### src/rtl/irig_b_gen_if.sv
// Time-load bus between the upstream time source (master) and the IRIG-B generator (slave).
// The source presents BCD time and pulses time_load; the generator answers with next_req.
interface irig_b_gen_if;
    logic       time_load;
    logic [3:0] second_units;
    logic [2:0] second_tens;
    logic [3:0] minute_units;
    logic [2:0] minute_tens;
    logic [3:0] hour_units;
    logic [1:0] hour_tens;
    logic [3:0] day_units;
    logic [3:0] day_tens;
    logic [1:0] day_hunds;
    logic [3:0] year_units;
    logic [3:0] year_tens;
    logic       next_req;

    modport master (
        output time_load,
        output second_units, second_tens,
        output minute_units, minute_tens,
        output hour_units, hour_tens,
        output day_units, day_tens, day_hunds,
        output year_units, year_tens,
        input  next_req
    );

    modport slave (
        input  time_load,
        input  second_units, second_tens,
        input  minute_units, minute_tens,
        input  hour_units, hour_tens,
        input  day_units, day_tens, day_hunds,
        input  year_units, year_tens,
        output next_req
    );
endinterface

### src/rtl/irig_b_gen.sv
// IRIG-B DC level-shift generator: serialises a shadowed BCD time-of-year into the
// 100-symbol pulse-width-coded frame, one frame per second.
module irig_b_gen #(
    parameter int unsigned SYM_CYCLES = 500_000,
    parameter int unsigned W0_CYCLES  = 100_000,
    parameter int unsigned W1_CYCLES  = 250_000,
    parameter int unsigned WP_CYCLES  = 400_000
) (
    input  logic              clk,
    input  logic              rst_n,
    input  logic              en,
    irig_b_gen_if.slave       tif,
    output logic              bcode_out,
    output logic              frame_start,
    output logic [6:0]        sym_idx,
    output logic              busy
);

    localparam int unsigned    CW       = $clog2(SYM_CYCLES);
    localparam logic [CW-1:0]  CYC_LAST = CW'(SYM_CYCLES - 1);
    localparam logic [CW-1:0]  W0_W     = CW'(W0_CYCLES);
    localparam logic [CW-1:0]  W1_W     = CW'(W1_CYCLES);
    localparam logic [CW-1:0]  WP_W     = CW'(WP_CYCLES);
    localparam logic [6:0]     SYM_LAST = 7'd99;

    typedef enum logic {
        IDLE,
        RUN
    } state_t;

    typedef struct packed {
        logic [3:0] su;
        logic [2:0] st;
        logic [3:0] mu;
        logic [2:0] mt;
        logic [3:0] hu;
        logic [1:0] ht;
        logic [3:0] du;
        logic [3:0] dt;
        logic [1:0] dh;
        logic [3:0] yu;
        logic [3:0] yt;
    } bcd_time_t;

    state_t        state, state_n;
    logic [CW-1:0] cyc_cnt, cyc_n;
    logic [6:0]    sym_n;
    logic          enter_frame;
    bcd_time_t     live_time, shadow_time, frame_time, frame_n;
    logic [99:0]   frame_bits;
    logic          is_p;
    logic [CW-1:0] sym_width;
    logic          bcode_n;
    logic          next_req_r;

    assign tif.next_req = next_req_r;

    always_comb begin
        live_time.su = tif.second_units;
        live_time.st = tif.second_tens;
        live_time.mu = tif.minute_units;
        live_time.mt = tif.minute_tens;
        live_time.hu = tif.hour_units;
        live_time.ht = tif.hour_tens;
        live_time.du = tif.day_units;
        live_time.dt = tif.day_tens;
        live_time.dh = tif.day_hunds;
        live_time.yu = tif.year_units;
        live_time.yt = tif.year_tens;
    end

    // Next-state counters; every registered output is derived from these so that
    // outputs describe the cycle being entered, not the one being left.
    always_comb begin
        state_n     = state;
        cyc_n       = cyc_cnt;
        sym_n       = sym_idx;
        enter_frame = 1'b0;
        unique case (state)
            IDLE: begin
                cyc_n = '0;
                sym_n = '0;
                if (en) begin
                    state_n     = RUN;
                    enter_frame = 1'b1;
                end
            end
            RUN: begin
                if (cyc_cnt == CYC_LAST) begin
                    cyc_n = '0;
                    if (sym_idx == SYM_LAST) begin
                        sym_n = '0;
                        if (en) enter_frame = 1'b1;
                        else    state_n     = IDLE;
                    end else begin
                        sym_n = sym_idx + 7'd1;
                    end
                end else begin
                    cyc_n = cyc_cnt + CW'(1);
                end
            end
            default: state_n = IDLE;
        endcase
    end

    // A load coinciding with the frame entry bypasses the shadow.
    always_comb begin
        frame_n = frame_time;
        if (enter_frame) frame_n = tif.time_load ? live_time : shadow_time;
    end

    always_comb begin
        frame_bits        = '0;
        frame_bits[4:1]   = frame_n.su;
        frame_bits[8:6]   = frame_n.st;
        frame_bits[13:10] = frame_n.mu;
        frame_bits[17:15] = frame_n.mt;
        frame_bits[23:20] = frame_n.hu;
        frame_bits[26:25] = frame_n.ht;
        frame_bits[33:30] = frame_n.du;
        frame_bits[38:35] = frame_n.dt;
        frame_bits[41:40] = frame_n.dh;
        frame_bits[53:50] = frame_n.yu;
        frame_bits[58:55] = frame_n.yt;
    end

    always_comb begin
        is_p = 1'b0;
        case (sym_n)
            7'd0, 7'd9, 7'd19, 7'd29, 7'd39, 7'd49,
            7'd59, 7'd69, 7'd79, 7'd89, 7'd99: is_p = 1'b1;
            default: is_p = 1'b0;
        endcase
    end

    always_comb begin
        if (is_p)                   sym_width = WP_W;
        else if (frame_bits[sym_n]) sym_width = W1_W;
        else                        sym_width = W0_W;
        bcode_n = (state_n == RUN) && (cyc_n < sym_width);
    end

    always_ff @(posedge clk or negedge rst_n) begin
        if (!rst_n) begin
            state       <= IDLE;
            cyc_cnt     <= '0;
            sym_idx     <= '0;
            shadow_time <= '0;
            frame_time  <= '0;
            bcode_out   <= 1'b0;
            frame_start <= 1'b0;
            next_req_r  <= 1'b0;
            busy        <= 1'b0;
        end else begin
            state       <= state_n;
            cyc_cnt     <= cyc_n;
            sym_idx     <= sym_n;
            frame_time  <= frame_n;
            if (tif.time_load) shadow_time <= live_time;
            bcode_out   <= bcode_n;
            frame_start <= enter_frame;
            next_req_r  <= (state_n == RUN) && (cyc_n == '0) && (sym_n == SYM_LAST);
            busy        <= (state_n == RUN);
        end
    end

endmodule
### src/flat_wrapper.sv
// flat-port wrapper written by rule: the top's interface ports become plain ports
module irig_b_gen_flat 
#(
    parameter int unsigned SYM_CYCLES = 500_000,
    parameter int unsigned W0_CYCLES  = 100_000,
    parameter int unsigned W1_CYCLES  = 250_000,
    parameter int unsigned WP_CYCLES  = 400_000
)
  (clk, rst_n, en, bcode_out, frame_start, sym_idx, busy, tif_time_load, tif_second_units, tif_second_tens, tif_minute_units, tif_minute_tens, tif_hour_units, tif_hour_tens, tif_day_units, tif_day_tens, tif_day_hunds, tif_year_units, tif_year_tens, tif_next_req);
  irig_b_gen_if tif_i ();
  input  logic clk;
  input  logic rst_n;
  input  logic en;
  output logic bcode_out;
  output logic frame_start;
  output logic [6:0] sym_idx;
  output logic busy;
  input wire logic [$bits(tif_i.time_load)-1:0] tif_time_load;
  input wire logic [$bits(tif_i.second_units)-1:0] tif_second_units;
  input wire logic [$bits(tif_i.second_tens)-1:0] tif_second_tens;
  input wire logic [$bits(tif_i.minute_units)-1:0] tif_minute_units;
  input wire logic [$bits(tif_i.minute_tens)-1:0] tif_minute_tens;
  input wire logic [$bits(tif_i.hour_units)-1:0] tif_hour_units;
  input wire logic [$bits(tif_i.hour_tens)-1:0] tif_hour_tens;
  input wire logic [$bits(tif_i.day_units)-1:0] tif_day_units;
  input wire logic [$bits(tif_i.day_tens)-1:0] tif_day_tens;
  input wire logic [$bits(tif_i.day_hunds)-1:0] tif_day_hunds;
  input wire logic [$bits(tif_i.year_units)-1:0] tif_year_units;
  input wire logic [$bits(tif_i.year_tens)-1:0] tif_year_tens;
  output wire logic [$bits(tif_i.next_req)-1:0] tif_next_req;
  assign tif_i.time_load = tif_time_load;
  assign tif_i.second_units = tif_second_units;
  assign tif_i.second_tens = tif_second_tens;
  assign tif_i.minute_units = tif_minute_units;
  assign tif_i.minute_tens = tif_minute_tens;
  assign tif_i.hour_units = tif_hour_units;
  assign tif_i.hour_tens = tif_hour_tens;
  assign tif_i.day_units = tif_day_units;
  assign tif_i.day_tens = tif_day_tens;
  assign tif_i.day_hunds = tif_day_hunds;
  assign tif_i.year_units = tif_year_units;
  assign tif_i.year_tens = tif_year_tens;
  assign tif_next_req = tif_i.next_req;
  irig_b_gen #(.SYM_CYCLES(SYM_CYCLES), .W0_CYCLES(W0_CYCLES), .W1_CYCLES(W1_CYCLES), .WP_CYCLES(WP_CYCLES)) u_core (.clk(clk), .rst_n(rst_n), .en(en), .tif(tif_i), .bcode_out(bcode_out), .frame_start(frame_start), .sym_idx(sym_idx), .busy(busy));
endmodule
### config.mk
export PLATFORM = sky130hd
export DESIGN_NAME = irig_b_gen_flat
export DESIGN_NICKNAME = d
export VERILOG_FILES = /design/src/rtl/irig_b_gen_if.sv /design/src/rtl/irig_b_gen.sv /design/src/flat_wrapper.sv
export SDC_FILE = /design/constraint.sdc
export NUM_CORES = 1
export LEC_CHECK = 0
export ABC_AREA = 1
export CORE_MARGIN = 2
export CORE_UTILIZATION = 55
export DETAILED_ROUTE_END_ITERATION = 8
export PLACE_DENSITY_LB_ADDON = 0.15
export SLEW_MARGIN = 10
export SYNTH_ARGS = -nofsm -noshare
export SYNTH_HDL_FRONTEND = slang
export SYNTH_SLANG_ARGS = --single-unit
### constraint.sdc
create_clock -name clk -period 4.4 [get_ports clk]
set_input_delay 0.88 -clock clk [delete_from_list [all_inputs] [get_ports clk]]
set_output_delay 0.88 -clock clk [all_outputs]
set_load 0.05 [all_outputs]
---- After elaboration in Yosys (flattened, before gate mapping) ----
Index checks and enable logic that the tools add are counted.
storage, ports and cells
  register bits after elaboration ......... 106
  output and inout bits ................... 11
  word-level logic and storage cells ...... 70
  bits of input ports ..................... 42
cells by class
  magnitude comparators ................... 2
  add/subtract/negate cells ............... 2
  reduce and logical (&&, ||, !) cells .... 6
  eq/ne operators ......................... 12
  muxes and demuxes ....................... 19
  bitwise operators ....................... 1
operators by type and width
  cell                                                                          count
  38-bit 2-to-1 mux                                                             2
  19-bit 2-to-1 mux                                                             2
  19-bit one-hot mux with 2 select lines                                        1
  7-bit == test, second input constant                                          5
  7-bit by 6-bit == test with 1-bit output, second input constant               3
  19-bit by 1-bit adder with 19-bit output, second input constant               1
  19-bit == test, second input constant                                         1
  19-bit zero test                                                              1
  19-bit less-than comparator                                                   1
  18-bit 2-to-1 mux                                                             1
  7-bit by 5-bit == test with 1-bit output, second input constant               2
  7-bit 2-to-1 mux                                                              2
  7-bit one-hot mux with 2 select lines                                         1
  11-bit OR reduction                                                           1
  7-bit by 8-bit less-than comparator with 1-bit output, second input constant  1
  7-bit by 1-bit adder with 7-bit output, second input constant                 1
  1-bit binary-select mux with 7-bit select                                     1
  7-bit by 4-bit == test with 1-bit output, second input constant               1
  7-bit zero test                                                               1
  1-bit 2-to-1 mux                                                              7
  1-bit one-hot mux with 2 select lines                                         2
  1-bit logical AND                                                             3
  1-bit NOT                                                                     1

---- Logic depth before layout (Yosys ltp) ----
Gate-level depths: netlist of the first run.
  depth after elaboration ................. 11
  gate-level depth with buffers ........... 28
  gate-level depth less buffers ........... 27

---- Worst setup path before layout of the first run ----
OpenSTA, ideal clock, no wires.
  kind .................................... reg-to-reg
  from .................................... reg u_core.sym_idx[1]
  to ...................................... reg u_core.bcode_out
  stages on the path, launching flop included .. 24
  library setup time ...................... 73 ps
  clock period less this slack ............ 3413 ps
  path buffers ............................ 1
  path slack .............................. 987 ps
  data arrival time ....................... 3340 ps
  path through ............................ dfrtp_1 -> ha_1 -> nand2_1 -> nand3b_1 -> nand2_1 -> nand3_1 -> nand2_1 -> nor2_8 -> nor2_4 -> buf_6 -> nand2_1 -> nand2_1 -> o21ai_0 -> a21oi_1 -> nand2_1 -> nand3_1 -> inv_2 -> nor2_4 -> ha_1 -> nand2_1 -> a2bb2oi_1 -> nor3b_1 -> o21ai_1 -> a21oi_2
RTL lines
  element                                                                        RTL line                              source
  start: declaration                                                             irig_b_gen.sv:15                      output logic [6:0] sym_idx,
  start signal: assignment                                                       irig_b_gen.sv:157                     sym_idx <= sym_n;
  7-bit by 1-bit adder with 7-bit output or 7-bit == test (tied branches)        irig_b_gen.sv:96, irig_b_gen.sv:91
  7-bit 2-to-1 mux                                                               irig_b_gen.sv:91                      if (sym_idx == SYM_LAST) begin
  7-bit 2-to-1 mux (*)                                                           irig_b_gen.sv:89                      if (cyc_cnt == CYC_LAST) begin
  7-bit one-hot mux with 2 select lines (*)                                      irig_b_gen.sv:79                      unique case (state)
  net u_core.sym_n[1]                                                            irig_b_gen.sv:47                      logic [6:0] sym_n;
  1-bit binary-select mux with 7-bit select (tied with other cells)              irig_b_gen.sv:138                     else if (frame_bits[sym_n]) sym_width = W1_W;
  1-bit 2-to-1 mux (not written as such) or 11-bit OR reduction (tied branches)  irig_b_gen.sv:138, irig_b_gen.sv:129
  18-bit 2-to-1 mux or 1-bit 2-to-1 mux (tied branches)                          irig_b_gen.sv:138, irig_b_gen.sv:129
  19-bit 2-to-1 mux (*)                                                          irig_b_gen.sv:137                     if (is_p) sym_width = WP_W;
  19-bit less-than comparator (*)                                                irig_b_gen.sv:140                     bcode_n = (state_n == RUN) && (cyc_n < sym_width);
  1-bit logical AND (*)                                                          irig_b_gen.sv:140
  net u_core.bcode_n                                                             irig_b_gen.sv:53                      logic bcode_n;
  end signal: assignment                                                         irig_b_gen.sv:160                     bcode_out <= bcode_n;
  end: declaration                                                               irig_b_gen.sv:13                      output logic bcode_out,
The timed path passes the listed nets; every way through them passes the cells marked *. The select of a mux whose other input is x is not followed.

---- Worst setup path after layout of the first run ----
  from .................................... reg u_core.sym_idx[0]
  to ...................................... reg u_core.bcode_out
on the way
  cells in the longest elaborated chain, start to end .. 11
RTL lines
  element                                                                               RTL line
  parallel branches: the longest is 10 deep, another holds 19-bit less-than comparator  --
  1-bit logical AND (*)                                                                 irig_b_gen.sv:140
  net u_core.bcode_n                                                                    irig_b_gen.sv:53
Mark *: on every way through the listed nets, which the timed path passes. The select of a mux whose other input is x is not followed.

==> results.sh, run 1 <==
export IMPL_status="finished, final reports clean"
export IMPL_ys_types=48
export IMPL_crit_path_top_delay_cell="sky130_fd_sc_hd__dfrtp_1"
export IMPL_worst_path_arrival_time_ns=4.24
export IMPL_detailedRoute_firstIterationViolations=356
export IMPL_total_leakage_power_nw=3.294
export IMPL_initial_utilization=0.5702
export IMPL_dp_hpwl_um=10280
export IMPL_min_delay_path_class="reg -> reg"
export IMPL_clockBufferDepth=2
export IMPL_slew_headroom=0.4743
export IMPL_post_route_cells_drive_above_1_share=0.1315
export IMPL_num_fill_cells=904
export IMPL_nNetsFinal=833
export IMPL_grt_usage=0.2566
export IMPL_power_density_nw_per_um2=305.1
export IMPL_numCtsBuffers=9
export IMPL_cts_max_level=3
export IMPL_p_total_mw=2.067
export IMPL_register_area_share_after_synthesis=0.4466
export IMPL_max_cap_violations=0
export IMPL_multi_input_combinational_cell_area_um2=2631
export IMPL_antenna_cells=0
export IMPL_ioPinCount=53
export IMPL_grt_setup_unrepaired="no"
export IMPL_grt_overflow_total=0
export IMPL_synth_enable_flop_cells=0
export IMPL_synth_async_reset_ratio=1.000
export IMPL_detail_route_vias_per_cell=5.310
export IMPL_number_of_cells_on_the_worst_hold_path=2
export IMPL_grt_max_degree=89
export IMPL_required_ns=4.71
export IMPL_worst_setup_path_class="reg -> reg"
export IMPL_clock_pin_slew_on_the_worst_setup_and_hold_paths_ns=0.09
export IMPL_cts_num_sinks=106
export IMPL_sequential_cell_area_um2=2653
export IMPL_route_detailed_drc=0
export IMPL_critical_path_cell_chain="ha_1 -> nand2_1 -> nand3b_1 -> nand2_1 -> nand3_4 -> buf_4 -> o21ai_1 -> nand2_1 -> nand2_1 -> nor2_1 -> nand2_1 -> nand3_1 -> nand2_1 -> nand2_1 -> nand3_1 -> inv_2 -> nor2_4 -> ha_1 -> nand2_1 -> a2bb2oi_1 -> nor3b_1 -> o21ai_1 -> a21oi_2"
export IMPL_fmax_ghz=0.2543
export IMPL_post_synth_cell_area_avg_um2=8.136
export IMPL_critical_path_peak_fanout=27
export IMPL_hold_end="u_core.frame_time[28]"
export IMPL_grt_first_pass_wirelength_um=23120
export IMPL_setup_worst_path_end_class="register"
export IMPL_final_min_clock_period_ns=3.932
export IMPL_antenna_violations_before_repair=0
export IMPL_area_growth_synth_to_final_pct=14.09
export IMPL_commonest_non_fill_non_tap_cells_in_the_layout="175 x sky130_fd_sc_hd__nand2_1, 123 x sky130_fd_sc_hd__inv_1, 106 x sky130_fd_sc_hd__dfrtp_1"
export IMPL_delay_of_the_slowest_cell_on_the_worst_path_ns=0.47
export IMPL_cts_tree="yes"
export IMPL_worst_hold_startpoint="u_core.frame_time[28]"
export IMPL_yosysWarningCount=0
export IMPL_timing_final_max_slew_violations=0
export IMPL_cts_root_buffer="sky130_fd_sc_hd__clkbuf_8"
export IMPL_clock_skew_ns=0.01440
export IMPL_synth_main_ff_cell="sky130_fd_sc_hd__dfrtp_1"
export IMPL_drt_pass1_iter_count=5
export IMPL_vdd_drop_max_uv=178.0
export IMPL_rows=37
export IMPL_placement_io_buffers=52
export IMPL_postSynthCellCount=730
export IMPL_reg2reg_capture_point="u_core.bcode_out"
export IMPL_worst_slew_pin_slew_ns=0.7886
export IMPL_detail_route_antenna_nets=0
export IMPL_die_x_um=107.9
export IMPL_place_congestion=0.9016
export IMPL_synth_net_count=784
export IMPL_cp_dominant_cell_by_count="sky130_fd_sc_hd__nand2_1"
export IMPL_worst_r2r_startpoint="u_core.sym_idx[0]"
export IMPL_detailroute_via_count=4880
export IMPL_detail_route_wl_per_cell_um=14.92
export IMPL_die_height_um=107.9
export IMPL_design_die_area_um2=11650
export IMPL_design_core_area_um2=10420
export IMPL_post_synth_instance_area_um2=5939
export IMPL_worst_skew_pair_late_latency_ns=0.38
export IMPL_report_final_hold_viol_count=0
export IMPL_cts_setup_buffers=0
export IMPL_crit_path_start_kind="register"
export IMPL_ys_seq_elements=106
export IMPL_final_min_period_over_clock_period=0.8936
export IMPL_worst_r2r_path_depth=23
export IMPL_commonest_non_fill_non_tap_cell_in_the_layout="sky130_fd_sc_hd__nand2_1"
export IMPL_final_setup_viol_count=0
export IMPL_timing_reg2reg_setup_slack_ns=0.47
export IMPL_post_detailed_routing_wire_length_um=13710
export IMPL_postCtsResizedCells=0
export IMPL_hold_buffers=0
export IMPL_grt_pass1_vias=4641
export IMPL_totalNegativeSetupSlack_ns=0
[worst max path at each step]
stage	slack (ns)	endpoint	start
after floorplan	0.99	u_core.bcode_out	u_core.sym_idx[1]
after global placement	0.56	u_core.bcode_out	u_core.sym_idx[0]
after detailed placement	0.52	u_core.bcode_out	u_core.sym_idx[0]
after CTS	0.49	u_core.bcode_out	u_core.sym_idx[0]
after global routing	0.05	u_core.bcode_out	u_core.sym_idx[0]
final	0.47	u_core.bcode_out	u_core.sym_idx[0]
[cells in the mapped netlist, types with 11 or more instances]
master,n,area [um^2]
sky130_fd_sc_hd__inv_2,12,45.04
sky130_fd_sc_hd__nand3_1,46,230.2
sky130_fd_sc_hd__ha_1,12,150.1
sky130_fd_sc_hd__nor2_2,11,68.82
sky130_fd_sc_hd__buf_2,12,60.06
sky130_fd_sc_hd__mux2_2,23,259.0
sky130_fd_sc_hd__o21ai_0,20,100.1
sky130_fd_sc_hd__nor2_1,48,180.2
sky130_fd_sc_hd__nand4_1,33,206.5
sky130_fd_sc_hd__nand2_1,175,656.9
sky130_fd_sc_hd__inv_1,123,461.7
sky130_fd_sc_hd__dfrtp_1,106,2653
[critical path: cells and delay by family, from the launching register on]
kind | cells | cell delay (ns)
buf+inv | 2 | 0.35
simple gates | 15 | 1.99
fa+ha+maj | 2 | 0.55
compound gates | 4 | 0.52
flops | 1 | 0.47
[logic make-up (layout without fill, tap and decap cells)]
kind of cell               after synthesis  in the layout  share of synthesized area
muxes                                   25             25                    0.04698
adders and majority gates               12             12                    0.02528
and+or+nand+nor                        368            368                     0.3120
xor gates and xnor gates                 8              8                    0.01180
DFF                                    106            106                     0.4466
buffers and inverters                  161            214                     0.1104
AOI/OAI and AO/OA                       50             50                    0.04698
[power breakdown]
group,internal (mW),switching [mW]
registers,1.05,0.0514
clock network,0.320,0.326
logic,0.133,0.187
[layout make-up]
class                           count  share of cell area
Sequential cell                   106              0.3914
Multi-Input combinational cell    463              0.3883
Timing Repair Buffer               59             0.08586
Inverter                          140             0.07847
Tap cell                          136             0.02511
Clock buffer                       11             0.01939
Clock inverter                      4             0.01145
[per-stage QoR]
stage | worst slack (ns) | std cells | hold slack (ns) | util | area [um^2]
after floorplan | 0.9868 | 730 | 0.4379 | - | 5939
after global placement | 0.5597 | 904 | 0.4536 | 0.6302 | 6564
after detailed placement | 0.5176 | 904 | 0.4688 | 0.6302 | 6564
after CTS | 0.4915 | 919 | 0.4952 | 0.6502 | 6773
after global routing | 0.04963 | 919 | 0.5120 | 0.6506 | 6777
final | 0.4681 | 919 | 0.4877 | 0.6506 | 6777
[flip-flops by register name, indices dropped and copies added, names as in the netlist]
name	flops
u_core.frame_time	38
u_core.shadow_time	38
u_core.cyc_cnt	19
u_core.sym_idx	7
u_core.bcode_out	1
u_core.busy	1
u_core.frame_start	1
u_core.tif.next_req	1
[layer usage]
metal	global-route usage	wire (um)
met1	0.3812	6668
met2	0.3778	6046
met3	0.05024	766
met4	0.08608	232
met5	0	0
(Power assumes the default switching activity.)
==> run 2: changes to the inputs <==
Settings changed: CELL_PAD_IN_SITES_DETAIL_PLACEMENT set to 0, CELL_PAD_IN_SITES_GLOBAL_PLACEMENT set to 2, CORE_UTILIZATION 55 to 35, HOLD_SLACK_MARGIN set to 0.1.
==> run 2 against run 1 <==
Net effect: core utilization shrank 23 points; cell count is 9.4% higher; sequential power about the same; critical path type unchanged; flip-flop and latch count unchanged.
==> results.sh, run 2 (synthesis results as in run 1) <==
export IMPL_cp_dominant_cell_by_count="sky130_fd_sc_hd__nor2_1"
export IMPL_die_x_um=134.3
export IMPL_grt_overflow_total=0
export IMPL_critical_path_buf_inv_count=2
export IMPL_max_cap_violations=0
export IMPL_antenna_cells=0
export IMPL_detailedRoute_firstIterationViolations=254
export IMPL_final_setup_viol_count=0
export IMPL_worst_skew_pair_late_latency_ns=0.35
export IMPL_cts_setup_buffers=0
export IMPL_timing_critical_path_depth=21
export IMPL_nNetsFinal=835
export IMPL_worst_setup_path_class="reg -> reg"
export IMPL_crit_path_top_delay_cell="sky130_fd_sc_hd__dfrtp_1"
export IMPL_critical_path_cell_chain="ha_1 -> nand3_4 -> nor2_1 -> nand3_1 -> nand2_4 -> nand2_1 -> inv_1 -> nor2_2 -> nor2_1 -> nand4_1 -> nand2_1 -> nor2_1 -> nand4_1 -> nor2_2 -> inv_2 -> ha_1 -> a21oi_1 -> a2bb2oi_1 -> nor3b_1 -> o21ai_1 -> a21oi_2"
export IMPL_report_final_hold_viol_count=0
export IMPL_clock_pin_slew_on_the_worst_setup_and_hold_paths_ns=0.07
export IMPL_route_detailed_drc=0
export IMPL_timing_final_max_slew_violations=0
export IMPL_placement_io_buffers=52
export IMPL_numCtsBuffers=9
export IMPL_status="finished, final reports clean"
export IMPL_cts_num_sinks=106
export IMPL_rows=47
export IMPL_post_detailed_routing_wire_length_um=15320
export IMPL_grt_first_pass_wirelength_um=25720
export IMPL_reg2reg_capture_point="u_core.bcode_out"
export IMPL_grt_usage=0.1830
export IMPL_min_delay_path_class="reg -> reg"
export IMPL_setup_worst_path_end_class="register"
export IMPL_final_min_period_over_clock_period=0.8702
export IMPL_cts_tree="yes"
export IMPL_delay_of_the_slowest_cell_on_the_worst_path_ns=0.42
export IMPL_worst_slew_pin_slew_ns=0.7113
export IMPL_design_die_area_um2=18030
export IMPL_grt_pass1_vias=4794
export IMPL_dp_hpwl_um=11260
export IMPL_worst_hold_startpoint="u_core.frame_time[8]"
export IMPL_critical_path_peak_fanout=21
export IMPL_drt_pass1_iter_count=5
export IMPL_number_of_cells_on_the_worst_hold_path=2
export IMPL_cts_max_level=3
export IMPL_worst_r2r_path_depth=21
export IMPL_critical_path_top_delay_family="simple AND/OR/NAND/NOR gates"
export IMPL_p_total_mw=2.252
export IMPL_commonest_non_fill_non_tap_cell_in_the_layout="sky130_fd_sc_hd__nand2_1"
export IMPL_hold_buffers=0
export IMPL_final_min_clock_period_ns=3.829
export IMPL_slew_headroom=0.5258
export IMPL_detail_route_antenna_nets=0
export IMPL_cts_root_buffer="sky130_fd_sc_hd__clkbuf_16"
export IMPL_detail_route_wl_per_cell_um=15.24
export IMPL_place_congestion=0.8558
export IMPL_detail_route_vias_per_cell=4.745
export IMPL_vdd_drop_max_uv=186.1
export IMPL_clock_skew_ns=0.008461
export IMPL_required_ns=4.68
export IMPL_power_density_nw_per_um2=321.7
export IMPL_clockBufferDepth=2
export IMPL_grt_max_degree=53
export IMPL_antenna_violations_before_repair=0
export IMPL_worst_path_arrival_time_ns=4.11
export IMPL_totalNegativeSetupSlack_ns=0
export IMPL_area_growth_synth_to_final_pct=17.84
export IMPL_hold_end="u_core.frame_time[8]"
export IMPL_top_regs="u_core.frame_time (38), u_core.shadow_time (38), u_core.cyc_cnt (19)"
export IMPL_critPathLaunch="u_core.cyc_cnt[0]"
export IMPL_fmax_ghz=0.2612
export IMPL_commonest_non_fill_non_tap_cells_in_the_layout="175 x sky130_fd_sc_hd__nand2_1, 123 x sky130_fd_sc_hd__inv_1, 106 x sky130_fd_sc_hd__dfrtp_1"
export IMPL_ioPinCount=53
export IMPL_postCtsResizedCells=0
export IMPL_design_core_area_um2=16580
export IMPL_grt_setup_unrepaired="no"
export IMPL_initial_utilization=0.3582
export IMPL_post_route_cells_drive_above_1_share=0.1363
export IMPL_die_height_um=134.3
export IMPL_total_leakage_power_nw=3.356
export IMPL_detailroute_via_count=4769
export IMPL_worst_r2r_startpoint="u_core.cyc_cnt[0]"
export IMPL_crit_path_start_kind="register"
export IMPL_timing_reg2reg_setup_slack_ns=0.57
-- run 2: cell types whose count changed in the layout (fill, tap and decap cells not counted), sizes merged --
cell / before / now
clkbuf: 11 / 10
inv: 137 / 138
buf: 9 / 11
clkinv: 5 / 6
bufinv: 2 / 1
-- run 2: cell type report --
| type | instances | area (um^2) |
|---|---|---|
| inverters | 140 | 531.8 |
| multi-input cells | 463 | 2631 |
| clock inverters | 5 | 63.81 |
| fillers | 1760 | 9584 |
| repair buffers | 61 | 605.6 |
| clock buffers | 10 | 239.0 |
| well taps | 220 | 275.3 |
| flip-flops and latches | 106 | 2653 |
-- run 2: power by group --
group	switching, mW	internal [mW]	total (mW)
registers	0.0515	1.05	1.10
logic	0.186	0.133	0.319
clock network	0.372	0.459	0.831
total	0.610	1.64	2.25
-- run 2: worst max path at each step --
stage | endpoint | slack [ns]
global route | u_core.bcode_out | 0.19
global placement | u_core.bcode_out | 0.56
finish | u_core.bcode_out | 0.57
CTS | u_core.bcode_out | 0.61
detailed placement | u_core.bcode_out | 0.46
floorplan | u_core.bcode_out | 0.99
-- run 2: per-layer routing --
layer / up-vias / GRT usage / part of all wire
li1: 2413 / - / -
met1: 2263 / 0.2576 / 0.49
met2: 79 / 0.2902 / 0.45
met3: 14 / 0.02759 / 0.038
met4: 0 / 0.05848 / 0.016
met5: - / 0 / 0
-- run 2: through the flow --
| stage | utilization | hold WS (ns) | cells | setup WS, ns | cell area [um^2] |
|---|---|---|---|---|---|
| after floorplan | - | 0.4379 | 730 | 0.9868 | 5939 |
| after global placement | 0.4038 | 0.4564 | 990 | 0.5580 | 6696 |
| after detailed placement | 0.4038 | 0.4601 | 990 | 0.4585 | 6696 |
| after CTS | 0.4221 | 0.4782 | 1005 | 0.6087 | 6999 |
| after global routing | 0.4221 | 0.4937 | 1005 | 0.1853 | 6999 |
| final | 0.4221 | 0.4723 | 1005 | 0.5711 | 6999 |
-- run 2: worst reg2reg max path, cell delays in order (launching register included) --
cell and delay (ns):
sky130_fd_sc_hd__dfrtp_1 0.42, sky130_fd_sc_hd__ha_1 0.27, sky130_fd_sc_hd__nand3_4 0.14, sky130_fd_sc_hd__nor2_1 0.07
sky130_fd_sc_hd__nand3_1 0.15, sky130_fd_sc_hd__nand2_4 0.21, sky130_fd_sc_hd__nand2_1 0.14, sky130_fd_sc_hd__inv_1 0.12
sky130_fd_sc_hd__nor2_2 0.35, sky130_fd_sc_hd__nor2_1 0.15, sky130_fd_sc_hd__nand4_1 0.12, sky130_fd_sc_hd__nand2_1 0.06
sky130_fd_sc_hd__nor2_1 0.11, sky130_fd_sc_hd__nand4_1 0.12, sky130_fd_sc_hd__nor2_2 0.20, sky130_fd_sc_hd__inv_2 0.10
sky130_fd_sc_hd__ha_1 0.30, sky130_fd_sc_hd__a21oi_1 0.17, sky130_fd_sc_hd__a2bb2oi_1 0.15, sky130_fd_sc_hd__nor3b_1 0.20
sky130_fd_sc_hd__o21ai_1 0.11, sky130_fd_sc_hd__a21oi_2 0.11
==> run 3: changes to the inputs <==
Settings changed: GPL_TIMING_DRIVEN set to 0, PLACE_DENSITY set to 0.82, PLACE_DENSITY_LB_ADDON 0.15 to not set.
==> run 3 against run 2 <==
Net effect: clock skew is 0.0017 ns higher; cell area is 0.61% higher; core utilization is 0.26 points higher; setup slack worse by 0.025 ns; critical path depth stayed put.
==> results.sh, run 3 (synthesis results as in run 1) <==
export IMPL_num_fill_cells=1708
export IMPL_design_die_area_um2=18030
export IMPL_top_regs="u_core.frame_time (38), u_core.shadow_time (38), u_core.cyc_cnt (19)"
export IMPL_grt_max_degree=56
export IMPL_final_instance_area_um2=7042
export IMPL_detailedRoute_firstIterationViolations=300
export IMPL_power_density_nw_per_um2=319.0
export IMPL_cts_tree="yes"
export IMPL_fin_cells=1017
export IMPL_clockBufferDepth=2
export IMPL_vdd_drop_max_uv=190.8
export IMPL_pre_cts_ws_ns=0.3707
export IMPL_placed_area_um2=6744
export IMPL_clock_skew_ns=0.01017
export IMPL_final_min_clock_period_ns=3.854
export IMPL_hold_buffers=0
export IMPL_rows=47
export IMPL_place_congestion=0.8637
export IMPL_worst_slew_pin_slew_ns=0.5829
export IMPL_route_detailed_drc=0
export IMPL_place_inst=1001
export IMPL_final_setup_viol_count=0
export IMPL_grt_overflow_total=0
export IMPL_max_cap_violations=0
export IMPL_ioPinCount=53
export IMPL_cts_root_buffer="sky130_fd_sc_hd__clkbuf_16"
export IMPL_required_ns=4.68
export IMPL_whs_ns=0.4740
export IMPL_min_delay_path_class="in -> async"
export IMPL_detail_route_wl_per_cell_um=14.98
export IMPL_initial_utilization=0.3582
export IMPL_layout_setup_ws_ns=0.5461
export IMPL_grt_usage=0.1810
export IMPL_grt_pass1_vias=4881
export IMPL_grt_first_pass_wirelength_um=25390
export IMPL_commonest_non_fill_non_tap_cells_in_the_layout="175 x sky130_fd_sc_hd__nand2_1, 123 x sky130_fd_sc_hd__inv_1, 106 x sky130_fd_sc_hd__dfrtp_1"
export IMPL_cts_max_level=3
export IMPL_area_growth_synth_to_final_pct=18.56
export IMPL_antenna_cells=0
export IMPL_detail_route_vias_per_cell=4.702
export IMPL_detail_route_antenna_nets=0
export IMPL_critical_path_peak_fanout=10
export IMPL_die_x_um=134.3
export IMPL_commonest_non_fill_non_tap_cell_in_the_layout="sky130_fd_sc_hd__nand2_1"
export IMPL_clock_pin_slew_on_the_worst_setup_and_hold_paths_ns=0.07
export IMPL_grt_setup_unrepaired="no"
export IMPL_totalNegativeSetupSlack_ns=0
export IMPL_worst_setup_path_class="reg -> reg"
export IMPL_cts_setup_buffers=0
export IMPL_worst_skew_pair_late_latency_ns=0.36
export IMPL_status="finished, final reports clean"
export IMPL_total_leakage_power_nw=3.378
export IMPL_slew_headroom=0.6114
export IMPL_crit_path_start_kind="register"
export IMPL_postCtsResizedCells=0
export IMPL_post_detailed_routing_wire_length_um=15230
export IMPL_antenna_violations_before_repair=0
export IMPL_detailroute_via_count=4782
export IMPL_post_route_cells_drive_above_1_share=0.1430
export IMPL_final_min_period_over_clock_period=0.8759
export IMPL_numCtsBuffers=9
export IMPL_drt_pass1_iter_count=5
export IMPL_placement_io_buffers=50
export IMPL_nNetsFinal=846
export IMPL_report_final_hold_viol_count=0
export IMPL_cts_num_sinks=106
export IMPL_worst_path_arrival_time_ns=4.14
export IMPL_timing_final_max_slew_violations=0
export IMPL_dp_hpwl_um=11500
export IMPL_design_core_area_um2=16580
export IMPL_setup_worst_path_end_class="register"
export IMPL_fmax_ghz=0.2595
export IMPL_die_height_um=134.3
==> run 3: metal layers <==
layer	vias up	share of wire	routed length (um)	GRT usage
met5	-	0	0	0
met4	0	0.019	290	0.05673
met3	24	0.038	583	0.03364
met2	96	0.43	6519	0.2727
met1	2230	0.51	7840	0.2635
li1	2432	-	-	-
==> run 3: worst max-delay path, cell delays in order (launching register included) <==
cell and delay [ns]:
sky130_fd_sc_hd__dfrtp_1 0.40, sky130_fd_sc_hd__ha_1 0.27, sky130_fd_sc_hd__nand2_1 0.06, sky130_fd_sc_hd__nand3b_1 0.23
sky130_fd_sc_hd__nand2_1 0.38, sky130_fd_sc_hd__nand3_4 0.19, sky130_fd_sc_hd__buf_2 0.24, sky130_fd_sc_hd__o21ai_1 0.20
sky130_fd_sc_hd__nand2_1 0.07, sky130_fd_sc_hd__nand2_1 0.10, sky130_fd_sc_hd__o21ai_0 0.12, sky130_fd_sc_hd__a21oi_1 0.17
sky130_fd_sc_hd__nand2_1 0.10, sky130_fd_sc_hd__nand3_1 0.13, sky130_fd_sc_hd__inv_2 0.07, sky130_fd_sc_hd__nor2_4 0.14
sky130_fd_sc_hd__ha_1 0.24, sky130_fd_sc_hd__nand2_1 0.08, sky130_fd_sc_hd__a2bb2oi_1 0.16, sky130_fd_sc_hd__nor3b_1 0.19
sky130_fd_sc_hd__o21ai_1 0.10, sky130_fd_sc_hd__a21oi_2 0.12
==> run 3: worst paths after layout <==
| path | from | endpoint | slack, ns | cells past startpoint |
|---|---|---|---|---|
| setup / recovery | u_core.sym_idx[1] | u_core.bcode_out | 0.55 | 21 |
| hold / removal | rst_n | u_core.shadow_time[21] | 0.47 | 1 |
| setup reg to reg | u_core.sym_idx[1] | u_core.bcode_out | 0.55 | 21 |
| hold reg to reg | u_core.frame_time[28] | u_core.frame_time[28] | 0.48 | 2 |
| max in group asynchronous | rst_n | u_core.cyc_cnt[3] | 3.27 | 2 |
| min in group clk | u_core.frame_time[28] | u_core.frame_time[28] | 0.48 | 2 |
==> run 3: cell type report <==
class | instances | area, um^2 | area share
timing repair buffer | 51 | 529.3 | 0.07516
inverter | 140 | 531.8 | 0.07552
clock inverter | 4 | 51.30 | 0.007285
buffer | 21 | 123.9 | 0.01759
sequential | 106 | 2653 | 0.3767
multi-input combinational | 463 | 2631 | 0.3737
clock buffer | 12 | 246.5 | 0.03500
tap | 220 | 275.3 | 0.03909
==> run 3: stage by stage <==
step                      utilization  power (mW)
after global routing           0.4246       2.377
after global placement         0.4049       1.429
after floorplan                     -       1.317
final                          0.4246       2.246
after CTS                      0.4246       2.276
after detailed placement       0.4067       1.439
==> run 3: power by group <==
| group | total, mW | switching [mW] | leakage [nW] | internal, mW |
|---|---|---|---|---|
| sequential | 1.10 | 0.0502 | 1.24 | 1.05 |
| combinational | 0.317 | 0.183 | 2.00 | 0.134 |
| clock | 0.829 | 0.371 | 0.143 | 0.458 |
